<file path="src/rtl/axi_wr_gpio_bridge_if.sv">
// AXI4 write-channel bundle (AW, W, B) used between the LSU AXI master and
// the GPIO bridge. Data path is fixed at 64 bits with 8 byte strobes.
//   master: drives aw*/w* and bready, observes awready/wready/b*
//   slave : the reverse
interface axi_wr_gpio_bridge_if #(
  parameter int unsigned ID_W = 3
);
  logic            s_awvalid;
  logic            s_awready;
  logic [ID_W-1:0] s_awid;
  logic [31:0]     s_awaddr;
  logic [7:0]      s_awlen;
  logic [1:0]      s_awburst;
  logic            s_wvalid;
  logic            s_wready;
  logic [63:0]     s_wdata;
  logic [7:0]      s_wstrb;
  logic            s_wlast;
  logic            s_bvalid;
  logic            s_bready;
  logic [ID_W-1:0] s_bid;
  logic [1:0]      s_bresp;

  modport master (
    output s_awvalid, s_awid, s_awaddr, s_awlen, s_awburst,
    output s_wvalid, s_wdata, s_wstrb, s_wlast, s_bready,
    input  s_awready, s_wready, s_bvalid, s_bid, s_bresp
  );

  modport slave (
    input  s_awvalid, s_awid, s_awaddr, s_awlen, s_awburst,
    input  s_wvalid, s_wdata, s_wstrb, s_wlast, s_bready,
    output s_awready, s_wready, s_bvalid, s_bid, s_bresp
  );
endinterface

</file>
<file path="src/rtl/axi_wr_gpio_bridge.sv">
// AXI4 write-only slave driving user-area pads and logic-analyzer lines.
// NUM_CH 32-bit channel registers plus one output-enable register, byte-strobe
// merge, INCR/FIXED bursts, OKAY/SLVERR response, one outstanding transaction.
//   wb_clk_i, wb_rst_i : clock, synchronous active-high reset
//   axi                : AXI write channels (slave side)
//   gpio_out_o         : ch_reg[0][OUT_W-1:0]
//   gpio_oeb_o         : active-low pad enables (~oe_reg)
//   la_data_o          : all channel registers concatenated, ch0 in the LSBs
//   wr_pulse_o         : one-cycle pulse per channel written on a beat
module axi_wr_gpio_bridge #(
  parameter int unsigned DATA_W    = 64,
  parameter int unsigned ID_W      = 3,
  parameter int unsigned NUM_CH    = 4,
  parameter int unsigned OUT_W     = 28,
  parameter logic [31:0] BASE_ADDR = 32'hD000_0000
) (
  input  logic                  wb_clk_i,
  input  logic                  wb_rst_i,
  axi_wr_gpio_bridge_if.slave   axi,
  output logic [OUT_W-1:0]      gpio_out_o,
  output logic [OUT_W-1:0]      gpio_oeb_o,
  output logic [32*NUM_CH-1:0]  la_data_o,
  output logic [NUM_CH-1:0]     wr_pulse_o
);

  typedef enum logic [1:0] {IDLE, DATA, RESP} state_t;

  localparam logic [28:0] BASE_DW  = BASE_ADDR[31:3];
  localparam logic [29:0] NUM_REGS = 30'(NUM_CH + 1);
  localparam logic [1:0]  BURST_INCR = 2'b01;
  localparam logic [1:0]  BURST_WRAP = 2'b10;

  state_t            state;
  logic [ID_W-1:0]   id;
  logic [28:0]       addr_dw;   // beat address in 8-byte units
  logic [7:0]        len;
  logic [7:0]        beat_cnt;
  logic [1:0]        burst;
  logic              err;
  logic [31:0]       ch_reg [NUM_CH];
  logic [OUT_W-1:0]  oe_reg;
  logic [NUM_CH-1:0] wr_pulse;
  logic              awready, wready, bvalid;
  logic [1:0]        bresp;
  logic [ID_W-1:0]   bid;

  logic [28:0] off_dw;
  logic [29:0] lo_idx, hi_idx;
  logic        lo_ok, hi_ok, lo_wr, hi_wr, last_cnt, beat_err, w_hs;

  function automatic logic [31:0] merge(input logic [31:0] old,
                                        input logic [31:0] data,
                                        input logic [3:0]  strb);
    logic [31:0] res;
    res = old;
    for (int unsigned b = 0; b < 4; b++)
      if (strb[b]) res[8*b +: 8] = data[8*b +: 8];
    return res;
  endfunction

  // Register index = word offset; the low lane is always even, the high lane odd,
  // so both lanes of one beat never target the same register.
  always_comb begin
    off_dw   = addr_dw - BASE_DW;
    lo_idx   = {off_dw, 1'b0};
    hi_idx   = {off_dw, 1'b1};
    lo_ok    = lo_idx < NUM_REGS;
    hi_ok    = hi_idx < NUM_REGS;
    lo_wr    = !err && lo_ok && (|axi.s_wstrb[3:0]);
    hi_wr    = !err && hi_ok && (|axi.s_wstrb[7:4]);
    last_cnt = (beat_cnt == len);
    w_hs     = wready && axi.s_wvalid;
    beat_err = (!err && ((!lo_ok && (|axi.s_wstrb[3:0])) ||
                         (!hi_ok && (|axi.s_wstrb[7:4])))) ||
               (last_cnt != axi.s_wlast);
  end

  always_ff @(posedge wb_clk_i) begin
    if (wb_rst_i) begin
      state    <= IDLE;
      id       <= '0;
      addr_dw  <= '0;
      len      <= '0;
      beat_cnt <= '0;
      burst    <= '0;
      err      <= 1'b0;
      for (int unsigned i = 0; i < NUM_CH; i++) ch_reg[i] <= '0;
      oe_reg   <= '0;
      wr_pulse <= '0;
      awready  <= 1'b1;
      wready   <= 1'b0;
      bvalid   <= 1'b0;
      bresp    <= '0;
      bid      <= '0;
    end else begin
      wr_pulse <= '0;
      case (state)
        IDLE: begin
          if (axi.s_awvalid) begin
            id       <= axi.s_awid;
            addr_dw  <= axi.s_awaddr[31:3];
            len      <= axi.s_awlen;
            burst    <= axi.s_awburst;
            beat_cnt <= '0;
            err      <= (axi.s_awburst == BURST_WRAP);
            awready  <= 1'b0;
            wready   <= 1'b1;
            state    <= DATA;
          end
        end
        DATA: begin
          if (w_hs) begin
            for (int unsigned i = 0; i < NUM_CH; i++) begin
              if (lo_wr && lo_idx == 30'(i)) begin
                ch_reg[i]   <= merge(ch_reg[i], axi.s_wdata[31:0], axi.s_wstrb[3:0]);
                wr_pulse[i] <= 1'b1;
              end
              if (hi_wr && hi_idx == 30'(i)) begin
                ch_reg[i]   <= merge(ch_reg[i], axi.s_wdata[63:32], axi.s_wstrb[7:4]);
                wr_pulse[i] <= 1'b1;
              end
            end
            if (lo_wr && lo_idx == 30'(NUM_CH))
              oe_reg <= OUT_W'(merge(32'(oe_reg), axi.s_wdata[31:0], axi.s_wstrb[3:0]));
            if (hi_wr && hi_idx == 30'(NUM_CH))
              oe_reg <= OUT_W'(merge(32'(oe_reg), axi.s_wdata[63:32], axi.s_wstrb[7:4]));
            beat_cnt <= beat_cnt + 8'd1;
            if (burst == BURST_INCR) addr_dw <= addr_dw + 29'd1;
            err <= err || beat_err;
            if (last_cnt || axi.s_wlast) begin
              wready <= 1'b0;
              bvalid <= 1'b1;
              bresp  <= (err || beat_err) ? 2'b10 : 2'b00;
              bid    <= id;
              state  <= RESP;
            end
          end
        end
        RESP: begin
          if (axi.s_bready) begin
            bvalid  <= 1'b0;
            awready <= 1'b1;
            state   <= IDLE;
          end
        end
        default: state <= IDLE;
      endcase
    end
  end

  assign axi.s_awready = awready;
  assign axi.s_wready  = wready;
  assign axi.s_bvalid  = bvalid;
  assign axi.s_bresp   = bresp;
  assign axi.s_bid     = bid;
  assign gpio_out_o    = ch_reg[0][OUT_W-1:0];
  assign gpio_oeb_o    = ~oe_reg;
  assign wr_pulse_o    = wr_pulse;

  always_comb begin
    la_data_o = '0;
    for (int unsigned i = 0; i < NUM_CH; i++) la_data_o[32*i +: 32] = ch_reg[i];
  end

endmodule

</file>
<file path="src/flat_wrapper.sv">
// flat-port wrapper written by rule: the top's interface ports become plain ports
module axi_wr_gpio_bridge_flat 
#(
  parameter int unsigned DATA_W    = 64,
  parameter int unsigned ID_W      = 3,
  parameter int unsigned NUM_CH    = 4,
  parameter int unsigned OUT_W     = 28,
  parameter logic [31:0] BASE_ADDR = 32'hD000_0000
)
  (wb_clk_i, wb_rst_i, gpio_out_o, gpio_oeb_o, la_data_o, wr_pulse_o, axi_s_awvalid, axi_s_awid, axi_s_awaddr, axi_s_awlen, axi_s_awburst, axi_s_wvalid, axi_s_wdata, axi_s_wstrb, axi_s_wlast, axi_s_bready, axi_s_awready, axi_s_wready, axi_s_bvalid, axi_s_bid, axi_s_bresp);
  axi_wr_gpio_bridge_if #(.ID_W(ID_W)) axi_i ();
  input  logic wb_clk_i;
  input  logic wb_rst_i;
  output logic [OUT_W-1:0] gpio_out_o;
  output logic [OUT_W-1:0] gpio_oeb_o;
  output logic [32*NUM_CH-1:0] la_data_o;
  output logic [NUM_CH-1:0] wr_pulse_o;
  input wire logic [$bits(axi_i.s_awvalid)-1:0] axi_s_awvalid;
  input wire logic [$bits(axi_i.s_awid)-1:0] axi_s_awid;
  input wire logic [$bits(axi_i.s_awaddr)-1:0] axi_s_awaddr;
  input wire logic [$bits(axi_i.s_awlen)-1:0] axi_s_awlen;
  input wire logic [$bits(axi_i.s_awburst)-1:0] axi_s_awburst;
  input wire logic [$bits(axi_i.s_wvalid)-1:0] axi_s_wvalid;
  input wire logic [$bits(axi_i.s_wdata)-1:0] axi_s_wdata;
  input wire logic [$bits(axi_i.s_wstrb)-1:0] axi_s_wstrb;
  input wire logic [$bits(axi_i.s_wlast)-1:0] axi_s_wlast;
  input wire logic [$bits(axi_i.s_bready)-1:0] axi_s_bready;
  output wire logic [$bits(axi_i.s_awready)-1:0] axi_s_awready;
  output wire logic [$bits(axi_i.s_wready)-1:0] axi_s_wready;
  output wire logic [$bits(axi_i.s_bvalid)-1:0] axi_s_bvalid;
  output wire logic [$bits(axi_i.s_bid)-1:0] axi_s_bid;
  output wire logic [$bits(axi_i.s_bresp)-1:0] axi_s_bresp;
  assign axi_i.s_awvalid = axi_s_awvalid;
  assign axi_i.s_awid = axi_s_awid;
  assign axi_i.s_awaddr = axi_s_awaddr;
  assign axi_i.s_awlen = axi_s_awlen;
  assign axi_i.s_awburst = axi_s_awburst;
  assign axi_i.s_wvalid = axi_s_wvalid;
  assign axi_i.s_wdata = axi_s_wdata;
  assign axi_i.s_wstrb = axi_s_wstrb;
  assign axi_i.s_wlast = axi_s_wlast;
  assign axi_i.s_bready = axi_s_bready;
  assign axi_s_awready = axi_i.s_awready;
  assign axi_s_wready = axi_i.s_wready;
  assign axi_s_bvalid = axi_i.s_bvalid;
  assign axi_s_bid = axi_i.s_bid;
  assign axi_s_bresp = axi_i.s_bresp;
  axi_wr_gpio_bridge #(.DATA_W(DATA_W), .ID_W(ID_W), .NUM_CH(NUM_CH), .OUT_W(OUT_W), .BASE_ADDR(BASE_ADDR)) u_core (.wb_clk_i(wb_clk_i), .wb_rst_i(wb_rst_i), .axi(axi_i), .gpio_out_o(gpio_out_o), .gpio_oeb_o(gpio_oeb_o), .la_data_o(la_data_o), .wr_pulse_o(wr_pulse_o));
endmodule
</file>
<file path="config.mk">
export PLATFORM = sky130hd
export DESIGN_NAME = axi_wr_gpio_bridge_flat
export DESIGN_NICKNAME = d
export VERILOG_FILES = /design/src/rtl/axi_wr_gpio_bridge_if.sv /design/src/rtl/axi_wr_gpio_bridge.sv /design/src/flat_wrapper.sv
export SDC_FILE = /design/constraint.sdc
export NUM_CORES = 1
export LEC_CHECK = 0
export BUFFER_PORTS_ARGS = -buffer_cell sky130_fd_sc_hd__buf_2
export CORE_ASPECT_RATIO = 0.6
export CORE_MARGIN = 1.5
export CORE_UTILIZATION = 40
export CTS_CLUSTER_SIZE = 16
export DETAILED_ROUTE_END_ITERATION = 12
export GPL_TIMING_DRIVEN = 0
export PLACE_DENSITY = 0.62
export SLEW_MARGIN = 20
export SYNTH_ARGS = -nofsm -noshare
export SYNTH_HDL_FRONTEND = slang
export SYNTH_SLANG_ARGS = --single-unit
export TNS_END_PERCENT = 30
</file>
<file path="constraint.sdc">
create_clock -name wb_clk_i -period 7.75 [get_ports wb_clk_i]
set_input_delay 0.775 -clock wb_clk_i [delete_from_list [all_inputs] [get_ports wb_clk_i]]
set_output_delay 0.775 -clock wb_clk_i [all_outputs]
set_load 0.02 [all_outputs]
</file>
==> flow_summary.toml <==
[cts]
cts_setup_buffers = 0
path_clk_slew_ns = 0.07
cts_tree = "built"
cts_resized = 0
htreeDepth = 1
clock_sink_count = 220
cts_made_buffers = 22
root_buffer = "clkbuf_16"
insertion_delay_ns = 0.53
hold_buffers = 0
clockBufferDepth = 3

[routing]
drt_iter0_markers = 506
wire_per_inst_um = 19.0
wirelength_mm = 31.7
remaining_drc_errors = 0
vias = 8661
vias_per_cell = 5.20
drtAntennaViolNets = 0
dr.pass1.iters = 5

[hold_path]
hold_path_class = "reg -> reg"

[timing]
finClkSkew_ns = 0.0279
finalHoldViolations = 0
drv_slew = 0
setup-tns-final_ns = 0
clock.fmax_mhz = 283
rsz0062_at_grt = "false"
fin_crit_ns = 3.53
max_slew.worst_pin.slew_ns = 0.903
finalSetupViolCount = 0
slew_headroom_pct = 39.3
fin_crit_sh_pct = 45.6

[setup_path]
crit_family = "simple AND/OR/NAND/NOR gates"
crit_buf_inv = 1
crit_arrival_ns = 3.70
start_kind = "register"
slowest_stage = "nor4_2"
cp_cell_sequence = "inv_1 -> ha_1 -> or4b_1 -> a21oi_2 -> o221ai_4 -> nor4_2 -> a41o_1"
path_max_fanout = 8
crit_type = "reg -> reg"
required_ns = 7.91
cp_slowest_stage_delay_ns = 0.70
crit_path_end_kind = "register"

[global_route]
antenna_found_initial = 3
grt_pass1_wl_mm = 48.0
grt_start_max_net_pins = 15
grt_pass1_vias = 8217
grt_overflow = 0
grt_use_total_pct = 23.3

[synthesis]
yosysSeqAreaShare_pct = 55.2
synth_commonest_cells = "128 x edfxtp_1, 119 x nand2_1, 92 x dfxtp_1"
yosysTopAreaCellShare_pct = 37.3
yosys_warnings = 0
ys_ff_latch = 220
yosysMostFrequentCell = "edfxtp_1"
synth_fp_nets = 1117
yosysUniqueCellTypes = 67
synth_enable_flop_cells = 128
yosys-top-cells-area = "edfxtp_1 37%, dfxtp_1 18%, nand2_1 4.3%, and2_1 4.1%, nor3_2 3.9%"
avgSynthCellArea_um2 = 10.5
synth_flop_cell = "edfxtp_1"
async_reset_ff_share_pct = 0
netlist.top_cell.by_area = "edfxtp_1"
netlist_instances = 984
syn-cell-area_um2 = 10300

[placed_design]
place.gp.congestion = 0.852
port_buffers = 314
place_hpwl_mm = 24.0
numPlacedInstances = 1627

[floorplanning]
dieArea_um2 = 26800
die_y_um = 127
core_area_um2 = 25300
die_w_um = 210
ios = 319
row_count = 45
initial_core_util_pct = 40.8

[flow_run]
cap_viol_max_count = 0

[pwr]
seqPwrFrac_pct = 49.1
p_int_mw = 1.96
pwr-share-comb_pct = 11.1
p_leak_nw = 5.28
power_mw = 2.65
swShare_pct = 26.0
p_per_area_nw_per_um2 = 204
power.net_switching_uw = 690
p_clk_share_pct = 39.8
peakVddDrop_v = 0.000136

[finish]
syn_to_final_growth_pct = 25.9
nNetsFinal = 1455
fill_cells = 2362
layout.cells.non_filler = 1667
largest_reg_flops = 128
drive_gt1_share_pct = 33.1

[status]
outcome = "finished clean"
[cells in the final DEF, fill, tap and decap left out, drive strengths merged, types with 3 or more instances in the layout]
master     n
a21oi     52
dfxtp     92
inv       68
nand2    119
nor4      14
a221oi     3
and3       7
nand2b     7
or4        5
o22ai      3
a41o       9
or3        4
a211oi    11
nand3     20
and4       6
mux2i     32
o21ai     20
a311oi     4
a21o      11
xor2       8
buf      353
a2111oi    3
nor3      77
clkinv    11
a31oi      6
edfxtp   128
o221a      5
and2      67
nand4     12
a41oi      5
nor2      51
ha        10
clkbuf    79
[layer usage]
layer | track usage [%] | part of all wire, %
met1 | 33.9 | 47
met3 | 6.64 | 8.8
met5 | 0 | 0.088
met2 | 34.7 | 43
met4 | 4.23 | 1.3
[cells by family after synthesis]
family | count (synthesis) | share of synthesized area, %
AND/OR/NAND/NOR | 400 | 22.2
adder cells (fa/ha/maj) | 10 | 1.21
XOR/XNOR | 9 | 0.765
flip-flops | 220 | 55.2
multiplexers | 34 | 3.33
AO/OA/AOI/OAI | 149 | 9.96
other | 1 | 0.0364
buffers and inverters | 161 | 7.33
[stage by stage]
stage | setup slack, ns | hold slack (ns) | area (µm²) | utilization, %
2_1_floorplan | 4.78 | 0.432 | 10300 | -
3_3_place_gp | 4.28 | 0.443 | 12300 | 48.6
3_5_place_dp | 4.26 | 0.449 | 12300 | 48.6
4_1_cts | 4.21 | 0.458 | 13000 | 51.3
5_1_grt | 3.95 | 0.470 | 13000 | 51.3
6_report | 4.22 | 0.458 | 13000 | 51.3
[power by group through the flow]
stage,Sequential (mW),Combinational (mW),Clock (mW)
3_3_place_gp,1.33,0.291,0
5_1_grt,1.31,0.322,1.12
6_report,1.30,0.296,1.05
3_5_place_dp,1.33,0.294,0
4_1_cts,1.30,0.295,1.08
2_1_floorplan,1.35,0.142,0
[area by class of cell]
class,instances,area (µm²),share of cell area [%]
plain buffers,92,497,3.83
well taps,329,412,3.17
clock buffers,26,566,4.36
repair buffers,314,1570,12.1
multi-input cells,603,3860,29.8
inverters,69,259,2.00
clock inverters,13,121,0.935
flip-flops and latches,220,5690,43.8
diodes,1,2.50,0.0193
[path summary, 6_finish.rpt]
path                                   startpoint                            endpoint  slack [ns]  cells past startpoint
setup / recovery  u_core.addr_dw[25]$_SDFFE_PP0P_  u_core.ch_reg[2][16]$_SDFFCE_PN0P_        4.22                      7
hold / removal     u_core.oe_reg[22]$_SDFFE_PP0P_      u_core.oe_reg[22]$_SDFFE_PP0P_        0.46                      2
setup reg to reg  u_core.addr_dw[25]$_SDFFE_PP0P_  u_core.ch_reg[2][16]$_SDFFCE_PN0P_        4.22                      7
hold reg to reg    u_core.oe_reg[22]$_SDFFE_PP0P_      u_core.oe_reg[22]$_SDFFE_PP0P_        0.46                      2
[tightest hold or removal path, stage by stage, from the launching register on]
cell and delay, ns:
dfxtp_1 0.31, nand2_1 0.05, mux2i_1 0.05
Note: power is estimated with default switching activity, not from simulation.
